==> config.mk <==
export PLATFORM = sky130hd
export DESIGN_NAME = vx_barrier_ctrl
export DESIGN_NICKNAME = d
export VERILOG_FILES = /design/src/rtl/gpu_types.sv /design/src/rtl/vx_barrier_entry.sv /design/src/rtl/vx_barrier_ctrl.sv
export SDC_FILE = /design/constraint.sdc
export NUM_CORES = 1
export LEC_CHECK = 0
export BUFFER_PORTS_ARGS = -buffer_cell sky130_fd_sc_hd__clkbuf_2
export CORE_ASPECT_RATIO = 0.9
export CORE_UTILIZATION = 37
export DETAILED_ROUTE_END_ITERATION = 12
export SETUP_SLACK_MARGIN = 0.2
export SLEW_MARGIN = 20
export SYNTH_ARGS = -nofsm -noshare
export SYNTH_HDL_FRONTEND = slang
export SYNTH_SLANG_ARGS = --single-unit
==> constraint.sdc <==
create_clock -name clk -period 3.3 [get_ports clk]
set_clock_uncertainty 0.15 [all_clocks]
set_input_delay 0.33 -clock clk [delete_from_list [all_inputs] [get_ports clk]]
set_output_delay 0.33 -clock clk [all_outputs]
set_load 0.01 [all_outputs]
==> src/rtl/gpu_types.sv <==
// gpu_types: shared GPU request/release types for the barrier path
package gpu_types;
    localparam int GPU_NUM_WARPS    = 4;
    localparam int GPU_NUM_BARRIERS = 4;
    localparam int GPU_NW_BITS      = $clog2(GPU_NUM_WARPS);
    localparam int GPU_NB_BITS      = $clog2(GPU_NUM_BARRIERS);

    typedef struct packed {
        logic                   valid;
        logic [GPU_NB_BITS-1:0] id;
        logic [GPU_NW_BITS-1:0] size_m1;
    } gpu_barrier_t;

    typedef struct packed {
        logic                     valid;
        logic [GPU_NB_BITS-1:0]   id;
        logic [GPU_NUM_WARPS-1:0] wmask;
    } gpu_barrier_rel_t;
endpackage

`define GPU_BARRIER_REL_BITS (1 + gpu_types::GPU_NB_BITS + gpu_types::GPU_NUM_WARPS)

==> src/rtl/vx_barrier_entry.sv <==
// vx_barrier_entry: one barrier slot holding its arrival count and arrived-warp mask
module vx_barrier_entry #(
    parameter int NUM_WARPS = 4,
    localparam int NW_BITS = $clog2(NUM_WARPS)
) (
    input  logic                 clk,
    input  logic                 reset,
    input  logic                 i_arrive,
    input  logic                 i_clear,
    input  logic [NW_BITS-1:0]   i_wid,
    input  logic [NW_BITS-1:0]   i_size_m1,
    output logic                 o_complete,
    output logic [NUM_WARPS-1:0] o_wmask
);
    logic [NW_BITS-1:0]   r_count;
    logic [NUM_WARPS-1:0] r_wmask;

    always_ff @(posedge clk) begin
        if (reset || i_clear) begin
            r_count <= '0;
            r_wmask <= '0;
        end else if (i_arrive) begin
            r_count <= r_count + NW_BITS'(1);
            r_wmask <= r_wmask | (NUM_WARPS'(1) << i_wid);
        end
    end

    assign o_complete = r_count == i_size_m1;
    assign o_wmask    = r_wmask;
endmodule

==> src/rtl/vx_barrier_ctrl.sv <==
// vx_barrier_ctrl: collects warp arrivals per barrier slot, stalls them, and
// issues one registered release to the scheduler when a barrier fills.
module vx_barrier_ctrl import gpu_types::*; #(
    parameter int NUM_WARPS    = GPU_NUM_WARPS,
    parameter int NUM_BARRIERS = GPU_NUM_BARRIERS,
    localparam int NW_BITS = $clog2(NUM_WARPS),
    localparam int NB_BITS = $clog2(NUM_BARRIERS)
) (
    input  logic                 clk,
    input  logic                 reset,
    input  logic                 barrier_valid,
    input  logic [NB_BITS-1:0]   barrier_id,
    input  logic [NW_BITS-1:0]   barrier_size_m1,
    input  logic [NW_BITS-1:0]   barrier_wid,
    output logic                 barrier_ready,
    output logic [NUM_WARPS-1:0] stall_mask,
    output logic                 release_valid,
    output logic [NB_BITS-1:0]   release_id,
    output logic [NUM_WARPS-1:0] release_mask,
    input  logic                 release_ready
);
    gpu_barrier_t         w_req;
    gpu_barrier_rel_t     r_rel;
    logic [NUM_WARPS-1:0] w_wmask [NUM_BARRIERS];
    logic [NUM_BARRIERS-1:0] w_complete;
    logic [NUM_WARPS-1:0] w_bit;
    logic [NUM_WARPS-1:0] r_stall;
    logic w_fire, w_hs, w_dup, w_acc, w_done;

    assign w_req         = '{valid: barrier_valid, id: barrier_id, size_m1: barrier_size_m1};
    assign barrier_ready = !r_rel.valid || release_ready;
    assign w_hs          = r_rel.valid && release_ready;
    assign w_fire        = w_req.valid && barrier_ready;
    assign w_bit         = NUM_WARPS'(1) << barrier_wid;
    assign w_dup         = |(w_wmask[w_req.id] & w_bit);
    assign w_acc         = w_fire && !w_dup;
    assign w_done        = w_acc && w_complete[w_req.id];

    for (genvar b = 0; b < NUM_BARRIERS; b++) begin : g_slot
        vx_barrier_entry #(.NUM_WARPS(NUM_WARPS)) u_entry (
            .clk        (clk),
            .reset      (reset),
            .i_arrive   (w_acc && !w_complete[b] && w_req.id == NB_BITS'(b)),
            .i_clear    (w_done && w_req.id == NB_BITS'(b)),
            .i_wid      (barrier_wid),
            .i_size_m1  (w_req.size_m1),
            .o_complete (w_complete[b]),
            .o_wmask    (w_wmask[b])
        );
    end

    // Release registers reload when a new completion coincides with a handshake.
    always_ff @(posedge clk) begin
        if (reset) begin
            r_stall <= '0;
            r_rel   <= '0;
        end else begin
            r_stall <= (r_stall & ~(w_hs ? r_rel.wmask : '0)) | (w_acc ? w_bit : '0);
            if (w_done)
                r_rel <= '{valid: 1'b1, id: w_req.id, wmask: w_wmask[w_req.id] | w_bit};
            else if (w_hs)
                r_rel.valid <= 1'b0;
        end
    end

    always_ff @(posedge clk)
        if (!reset && w_fire)
            assert (!w_dup) else $warning("vx_barrier_ctrl: warp %0d arrived twice at barrier %0d", barrier_wid, barrier_id);

    assign stall_mask    = r_stall;
    assign release_valid = r_rel.valid;
    assign release_id    = r_rel.id;
    assign release_mask  = r_rel.wmask;
endmodule

**Word-level counts from Yosys, hierarchy flattened**

Index checks and enable logic that the tools add are counted.

- Logic and storage cells: 75
- Bits in registers: 35

- Eq/ne operators: 7
- $lt $le $gt $ge: 2
- Add/sub/neg operators: 4
- Shifts and indexed selects: 1
- Bitwise gates (word level): 10
- Multiplexer cells: 9
- Reductions and logical operators: 30

Operators by type and width:

| kind | count |
|---|---|
| bitwise OR 4 bit | 6 |
| logical AND 1 bit | 16 |
| 2-to-1 mux 4 bit | 4 |
| adder 2 x 1 -> 2 bit (second input constant) | 4 |
| bitwise AND 4 bit | 2 |
| binary-select mux 4 bit (select 2 bit) | 1 |
| equality test 2 bit | 4 |
| zero test 1 bit | 6 |
| logical OR 1 bit | 5 |
| equality test 2 bit (second input constant) | 2 |
| inverter 4 bit | 1 |
| OR reduction 4 bit | 1 |
| left shift 1 x 2 -> 4 bit (first input constant) | 1 |
| >= comparator 3 bit (second input constant) | 1 |
| < comparator 2 x 3 -> 1 bit (second input constant) | 1 |
| 2-to-1 mux 1 bit | 3 |
| inverter 2 -> 3 bit | 1 |
| binary-select mux 1 bit (select 2 bit) | 1 |
| equality test 2 x 1 -> 1 bit (second input constant) | 1 |
| zero test 2 bit | 1 |
| nonzero test 2 bit | 1 |

**Depth between registers and ports, before layout**

Gate-level depths: netlist of the first run.

- Depth in word-level cells: 11
- Gate-level depth with buffers: 8

**Hierarchy**

A second synthesis of the first run with hierarchy kept.

- Cell total of the unflattened synthesis: 207
- Area, all modules: 1789.2 um^2

By module, submodules not included:

| module | instances | sequential area each (um^2) | cells each | area an instance (um^2) |
|---|---|---|---|---|
| vx_barrier_entry | 4 | 120.1 | 27 | 246.5 |
| vx_barrier_ctrl | 1 | 220.2 | 99 | 803.3 |

**Least setup slack after synthesis of the first run**

No wires, ideal clock.

- Path kind: in2reg
- From: in barrier_id[1]
- To: reg g_slot[3].u_entry.r_count[1]
- Arrival time: 2.030 ns
- Library setup time: 0.070 ns
- Path slack: 1.050 ns
- Cell stages on the path: 6
- Required time: 3.080 ns
- Path through: mux4_2 a211oi_4 nand2_2 buf_6 or4_1 a21oi_1

- Word-level cells in the longest chain between the ends: 11

RTL lines:

| what | RTL line | RTL |
|---|---|---|
| from (decl) | vx_barrier_ctrl.sv:12 | `input logic [NB_BITS-1:0] barrier_id,` |
| inverter 2 -> 3 bit (implied by the code) | vx_barrier_ctrl.sv:35 | `assign w_dup = \|(w_wmask[w_req.id] & w_bit);` |
| binary-select mux 4 bit (select 2 bit) | vx_barrier_ctrl.sv:35 |  |
| 2-to-1 mux 4 bit (implied by the code) (2 in series) | vx_barrier_ctrl.sv:35 |  |
| bitwise AND 4 bit | vx_barrier_ctrl.sv:35 |  |
| OR reduction 4 bit | vx_barrier_ctrl.sv:35 |  |
| zero test 1 bit | vx_barrier_ctrl.sv:36 | `assign w_acc = w_fire && !w_dup;` |
| logical AND 1 bit | vx_barrier_ctrl.sv:36 |  |
| logical AND 1 bit | vx_barrier_ctrl.sv:37 | `assign w_done = w_acc && w_complete[w_req.id];` |
| logical AND 1 bit | vx_barrier_ctrl.sv:44 | `.i_clear (w_done && w_req.id == NB_BITS'(b)),` |
| logical OR 1 bit | vx_barrier_entry.sv:19 | `if (reset \|\| i_clear) begin` |
| to (signal assigned) | vx_barrier_entry.sv:23 | `r_count <= r_count + NW_BITS'(1);` |
| to (decl) | vx_barrier_entry.sv:15 | `logic [NW_BITS-1:0] r_count;` |

Several ways; a longest one is shown, not always the timed one. The select of a mux whose other input is x is not followed.
A chain may end at the register's enable or synchronous reset.

**Worst setup path after layout of the first run**

- From: in barrier_id[1]
- To: reg g_slot[3].u_entry.r_wmask[0]

- Word-level cells in the longest chain between the ends: 11

RTL lines:

| what | RTL line | RTL |
|---|---|---|
| inverter 2 -> 3 bit (implied by the code) | vx_barrier_ctrl.sv:35 |  |
| binary-select mux 4 bit (select 2 bit) | vx_barrier_ctrl.sv:35 |  |
| 2-to-1 mux 4 bit (implied by the code) (2 in series) | vx_barrier_ctrl.sv:35 |  |
| bitwise AND 4 bit | vx_barrier_ctrl.sv:35 |  |
| OR reduction 4 bit | vx_barrier_ctrl.sv:35 |  |
| zero test 1 bit | vx_barrier_ctrl.sv:36 |  |
| logical AND 1 bit | vx_barrier_ctrl.sv:36 |  |
| logical AND 1 bit | vx_barrier_ctrl.sv:37 |  |
| logical AND 1 bit | vx_barrier_ctrl.sv:44 |  |
| logical OR 1 bit | vx_barrier_entry.sv:19 |  |
| to (signal assigned) | vx_barrier_entry.sv:24 | `r_wmask <= r_wmask \| (NUM_WARPS'(1) << i_wid);` |
| to (decl) | vx_barrier_entry.sv:16 | `logic [NUM_WARPS-1:0] r_wmask;` |

Several ways; a longest one is shown, not always the timed one. The select of a mux whose other input is x is not followed.

==> results of run 1 <==
-- power groups by stage --
stage	registers, mW	clock network (mW)	logic, mW
5_1_grt	0.451	0.310	0.160
3_5_place_dp	0.459	0	0.143
6_report	0.449	0.283	0.145
2_1_floorplan	0.461	0	0.0983
4_1_cts	0.449	0.289	0.144
3_3_place_gp	0.459	0	0.142
-- flip-flops by register name, indices dropped and copies added (netlist names) --
register and cells:
g_slot.u_entry.o_wmask 16, g_slot.u_entry.r_count 8, release_id 2, release_mask 4, release_valid 1, stall_mask 4
-- cells by family (layout without fill, tap and decap cells) --
kind of cell	Yosys count	in the layout	share of synthesized area
DFF	35	35	0.390
AOI/OAI and AO/OA	64	64	0.249
xor gates and xnor gates	8	8	0.0390
and+or+nand+nor	70	70	0.208
buffers and inverters	17	33	0.0425
muxes	9	9	0.0710
-- how the worst max path moves through the flow --
stage / to / depth (start not counted) / start
2_1_floorplan: g_slot[3].u_entry.r_count[1] / 6 / barrier_id[1]
4_1_cts: g_slot[3].u_entry.o_wmask[2] / 6 / barrier_id[1]
3_3_place_gp: g_slot[3].u_entry.o_wmask[3] / 6 / barrier_id[1]
3_5_place_dp: g_slot[3].u_entry.o_wmask[2] / 6 / barrier_id[1]
6_report: g_slot[3].u_entry.o_wmask[0] / 6 / barrier_id[1]
5_1_grt: g_slot[3].u_entry.o_wmask[3] / 6 / barrier_id[1]
-- stage by stage --
step / power, mW / hold slack [ns] / setup WS, ns
floorplan: 0.559 / 0.282 / 1.05
global placement: 0.601 / 0.304 / 0.511
detailed placement: 0.602 / 0.307 / 0.427
CTS: 0.882 / 0.265 / 0.737
global route: 0.921 / 0.299 / 0.541
finish: 0.878 / 0.270 / 0.705
-- layout make-up --
class	count	area [um2]	share of cell area
Multi-Input combinational cell	151	1020	0.507
Inverter	3	11.3	0.00560
Clock buffer	6	72.6	0.0361
Tap cell	62	77.6	0.0386
Timing Repair Buffer	24	128	0.0635
Sequential cell	35	701	0.349
-- critical path, stage by stage --
cell and delay [ns]:
clkbuf_2 0.27, mux4_2 0.62, a211oi_4 0.39, nand2_2 0.25, o41ai_2 0.62, nor2_1 0.10
-- metal layers --
metal	global-route usage	wire (um)
met5	0	0
met4	0.0440	27
met3	0.0457	242
met2	0.285	1840
met1	0.298	2460
-- synth_stat cells (2+ instances only) --
cell	count
dfxtp_1	35
nor2_1	26
a31oi_1	20
a21oi_1	12
clkbuf_1	9
nand3_1	8
mux2i_1	6
nand2_1	6
o31ai_1	6
xnor2_1	6
nor2b_1	5
o21ai_0	5
or3_1	5
a211oi_1	4
a32oi_1	4
buf_2	4
or4_1	4
a41o_1	3
and3_1	3
inv_1	3
mux4_2	3
nand4_1	3
a21boi_0	2
xor2_1	2
==> results.py, run 1 <==
metrics = {
    "pwr": {
        "swShare": 0.281,
        "p_int_mw": 0.631,
        "p_clk_frac": 0.323,
        "p_sw_mw": 0.247,
        "vdd_ir_drop_max_mv": 0.186,
        "pwr-share-comb": 0.166,
        "p_leak_nw": 0.735,
        "p_seq_frac": 0.512,
        "powerDensity_mw_per_mm2": 437,
    },
    "place": {
        "place_inst": 275,
        "hpwl_um": 3290,
        "dpl-instance-area_mm2": 0.00194,
        "gp_congestion": 0.813,
        "port_buffers": 21,
    },
    "sta": {
        "tightestPinTransition_ns": 0.706,
        "setup_tns_ns": 0,
        "setup_viol": 0,
        "slew_headroom": 0.528,
        "rsz0062_at_grt": "false",
        "period_minus_slack_ns": 2.59,
        "max_freq_ghz": 0.385,
        "period_share": 0.786,
        "hold_viol": 0,
        "slew_viol_final": 0,
    },
    "cells_and_area": {
        "fillCellCount": 465,
        "final_util": 0.442,
        "final_nets": 230,
        "fin_area_mm2": 0.00201,
        "final_common_cell": "dfxtp_1",
        "n_antenna_cell": 0,
        "drive_gt1_frac": 0.174,
        "finalNonFillerCells": 281,
        "syn_to_final_growth_pct": 11.8,
        "final_cell_mix": "dfxtp_1 (35), nor2_1 (26), clkbuf_2 (21), a31oi_1 (20), a21oi_1 (12)",
    },
    "floorplanning": {
        "die_w_um": 75.5,
        "core-area_mm2": 0.00455,
        "start_util": 0.395,
        "die_area_mm2": 0.00514,
        "io_pins": 22,
        "die_h_um": 68.1,
        "num_rows": 23,
    },
    "cts": {
        "cts_buffers": 5,
        "cts_max_level": 2,
        "postCtsSetupRepairBufs": 0,
        "hold_buffers": 0,
        "cts-root-buf": "clkbuf_8",
        "clkTransAtPathRegs_ns": 0.07,
        "cts_buffer_depth": 2,
        "insertion_delay_ns": 0.28,
        "numClockSinks": 35,
        "cts_resized": 0,
        "cts_tree": "built",
    },
    "synth": {
        "synthFlopType": "dfxtp_1",
        "yosys.area.top_type": "dfxtp_1",
        "synth.net_count": 213,
        "synthTopCellsByArea": "dfxtp_1 (39%), a31oi_1 (7.0%), nor2_1 (5.4%), mux4_2 (3.8%), a21oi_1 (3.3%)",
        "synthesis.instances": 203,
        "synth-seq-cells": 35,
        "yosysSeqAreaShare": 0.390,
        "avgSynthCellArea_um2": 8.85,
        "netlist_area_mm2": 0.00180,
        "synth_edf_count": 0,
        "synth_top_area_frac": 0.390,
        "synth_cell_types": 43,
        "synth_warnings": 0,
        "synthArstFlopShare": 0,
    },
    "worst_setup_path": {
        "cp.arrival_ns": 2.59,
        "regToRegSetupSlack_ns": 0.79,
        "rr_worst_depth": 5,
        "cp_max_fo": 12,
        "worstPathRequired_ns": 3.30,
        "startpoint_type": "primary input",
        "cp-end-kind": "register",
        "worstSetupPathType": "in2reg",
        "r2r_start": "g_slot[0].u_entry.o_wmask[0]",
        "r2r-end": "g_slot[3].u_entry.o_wmask[0]",
    },
    "global_route": {
        "grt_pass1_vias": 1504,
        "antenna_found_initial": 0,
        "grt_pass1_wl_um": 7590,
        "overflow": 0,
        "grt_max_degree": 21,
        "grt.total_usage": 0.198,
    },
    "route": {
        "viasPerCell": 5.82,
        "ant_nets": 0,
        "via_count": 1636,
        "dr.first_iter.drc_count": 145,
        "routedWlPerCell_um": 16.3,
        "drt_pre_antenna_iters": 5,
        "drc": 0,
        "wl_um": 4570,
    },
    "min_path": {
        "hold_path_end": "stall_mask[2]",
        "hold_class": "in2reg",
        "hold_depth": 4,
        "hold_start": "release_ready",
    },
    "run": {
        "cap_viol_max_count": 0,
    },
    "status": {
        "status": "completed",
    },
}
(Power assumes the default switching activity.)
==> run 2, diff against run 1 <==
clock period = 2.36 ns   (was 3.3 ns; I/O delays follow)
==> results.py, run 2 (synthesis gave the netlist of run 1 again) <==
metrics = {
    "sta": {
        "hold_viol": 0,
        "slew_viol_final": 0,
        "period_share": 0.932,
        "slew_headroom": 0.576,
        "worst_slack_ns": 0.160,
        "setup_viol": 0,
        "rsz0062_at_grt": "true",
        "tightestPinTransition_ns": 0.632,
        "fin_hold_ws_ns": 0.159,
        "period_minus_slack_ns": 2.20,
        "max_freq_ghz": 0.454,
    },
    "worst_setup_path": {
        "startpoint_type": "register",
        "cp-end-kind": "register",
        "cp.arrival_ns": 2.28,
        "cp_max_fo": 4,
        "worstSetupPathType": "reg2reg",
        "worstPathRequired_ns": 2.44,
    },
    "place": {
        "hpwl_um": 3450,
        "dpl-instance-area_mm2": 0.00206,
        "dp_slack_ns": -0.00934,
        "gp_congestion": 0.803,
        "port_buffers": 21,
        "place_inst": 291,
    },
    "pwr": {
        "swShare": 0.279,
        "vdd_ir_drop_max_mv": 0.457,
        "p_seq_frac": 0.458,
        "power_mw": 1.37,
        "p_clk_frac": 0.356,
        "p_leak_nw": 0.886,
        "pwr-share-comb": 0.186,
        "powerDensity_mw_per_mm2": 599,
        "p_int_mw": 0.987,
        "p_sw_mw": 0.382,
    },
    "route": {
        "ant_nets": 0,
        "wl_um": 4790,
        "dr.first_iter.drc_count": 97,
        "viasPerCell": 5.60,
        "via_count": 1708,
        "routedWlPerCell_um": 15.7,
        "drc": 0,
        "drt_pre_antenna_iters": 4,
    },
    "cells_and_area": {
        "n_antenna_cell": 0,
        "fillCellCount": 459,
        "syn_to_final_growth_pct": 27.2,
        "largest_register_ffs": 16,
        "finalNonFillerCells": 305,
        "final_nets": 252,
        "fin_area_mm2": 0.00229,
        "drive_gt1_frac": 0.313,
        "final_common_cell": "dfxtp_1",
        "final_cell_mix": "dfxtp_1 (32), nor2_1 (25), buf_4 (23), clkbuf_2 (21), a31oi_1 (20)",
    },
    "floorplanning": {
        "start_util": 0.395,
        "die_h_um": 68.1,
        "core-area_mm2": 0.00455,
        "die_area_mm2": 0.00514,
        "io_pins": 22,
        "die_w_um": 75.5,
        "num_rows": 23,
    },
    "global_route": {
        "grt.total_usage": 0.203,
        "grt_max_degree": 18,
        "grt_pass1_wl_um": 7580,
        "overflow": 0,
        "antenna_found_initial": 0,
        "grt_pass1_vias": 1536,
    },
    "cts": {
        "cts_tree": "built",
        "cts_buffer_depth": 2,
        "hold_buffers": 0,
        "clkTransAtPathRegs_ns": 0.07,
        "numClockSinks": 35,
        "cts-root-buf": "clkbuf_8",
        "cts_buffers": 5,
        "insertion_delay_ns": 0.29,
        "cts_max_level": 2,
    },
    "min_path": {
        "hold_class": "in2reg",
    },
    "run": {
        "cap_viol_max_count": 0,
    },
    "status": {
        "status": "completed",
    },
}
==> run 2: changes by cell type in the layout (fill, tap and decap cells not counted), sizes merged <==
cell	previous run	this run
buf	3	24
clkbuf	27	29
nand2	7	8
==> run 2: final timing paths <==
| path | startpoint | end | slack, ns | cells past startpoint |
|---|---|---|---|---|
| max | g_slot[3].u_entry.o_wmask[0] | g_slot[0].u_entry.o_wmask[3] | 0.16 | 5 |
| max reg2reg | g_slot[3].u_entry.o_wmask[0] | g_slot[0].u_entry.o_wmask[3] | 0.16 | 5 |
| min reg2reg | release_id[0] | release_id[0] | 0.32 | 2 |
| min | release_ready | stall_mask[1] | 0.16 | 4 |
==> run 2: per-layer routing <==
layer	vias to the layer above	global-route usage	routed length (um)
met5	-	0	0
met3	5	0.0471	275
li1	851	-	-
met4	0	0.0764	58
met2	45	0.298	1990
met1	807	0.287	2460
==> run 2: per-stage QoR <==
step,utilization,TNS (ns)
final,0.503,0
after global placement,0.452,0
after floorplan,-,0
after detailed placement,0.452,-0.00934
after CTS,0.477,0
after global routing,0.503,0
==> run 2: power groups by stage <==
stage	clock network, mW	logic [mW]	registers [mW]
2_1_floorplan	0	0.137	0.644
4_1_cts	0.500	0.227	0.627
5_1_grt	0.524	0.278	0.630
3_3_place_gp	0	0.221	0.641
6_report	0.487	0.254	0.627
3_5_place_dp	0	0.222	0.641
==> run 2: layout make-up <==
type	instances	area, um2	area share
sequential	35	707	0.309
inverter	3	11.3	0.00493
tap	62	77.6	0.0339
clock buffer	8	100	0.0438
timing repair buffer	45	289	0.126
multi-input combinational	152	1100	0.482
==> run 2: timing repair <==
item	CTS	global route
pin swaps	2	6
gates cloned	0	1
endpoints found under the setup margin	17	29
buffers inserted	0	5
gates resized for setup	4	18
==> run 2: critical path, cell delays in order, from the launching register on <==
cell	delay, ns
dfxtp_2	0.32
mux4_2	0.52
a211o_1	0.32
nor3_1	0.54
a31oi_1	0.17
nor2_1	0.11
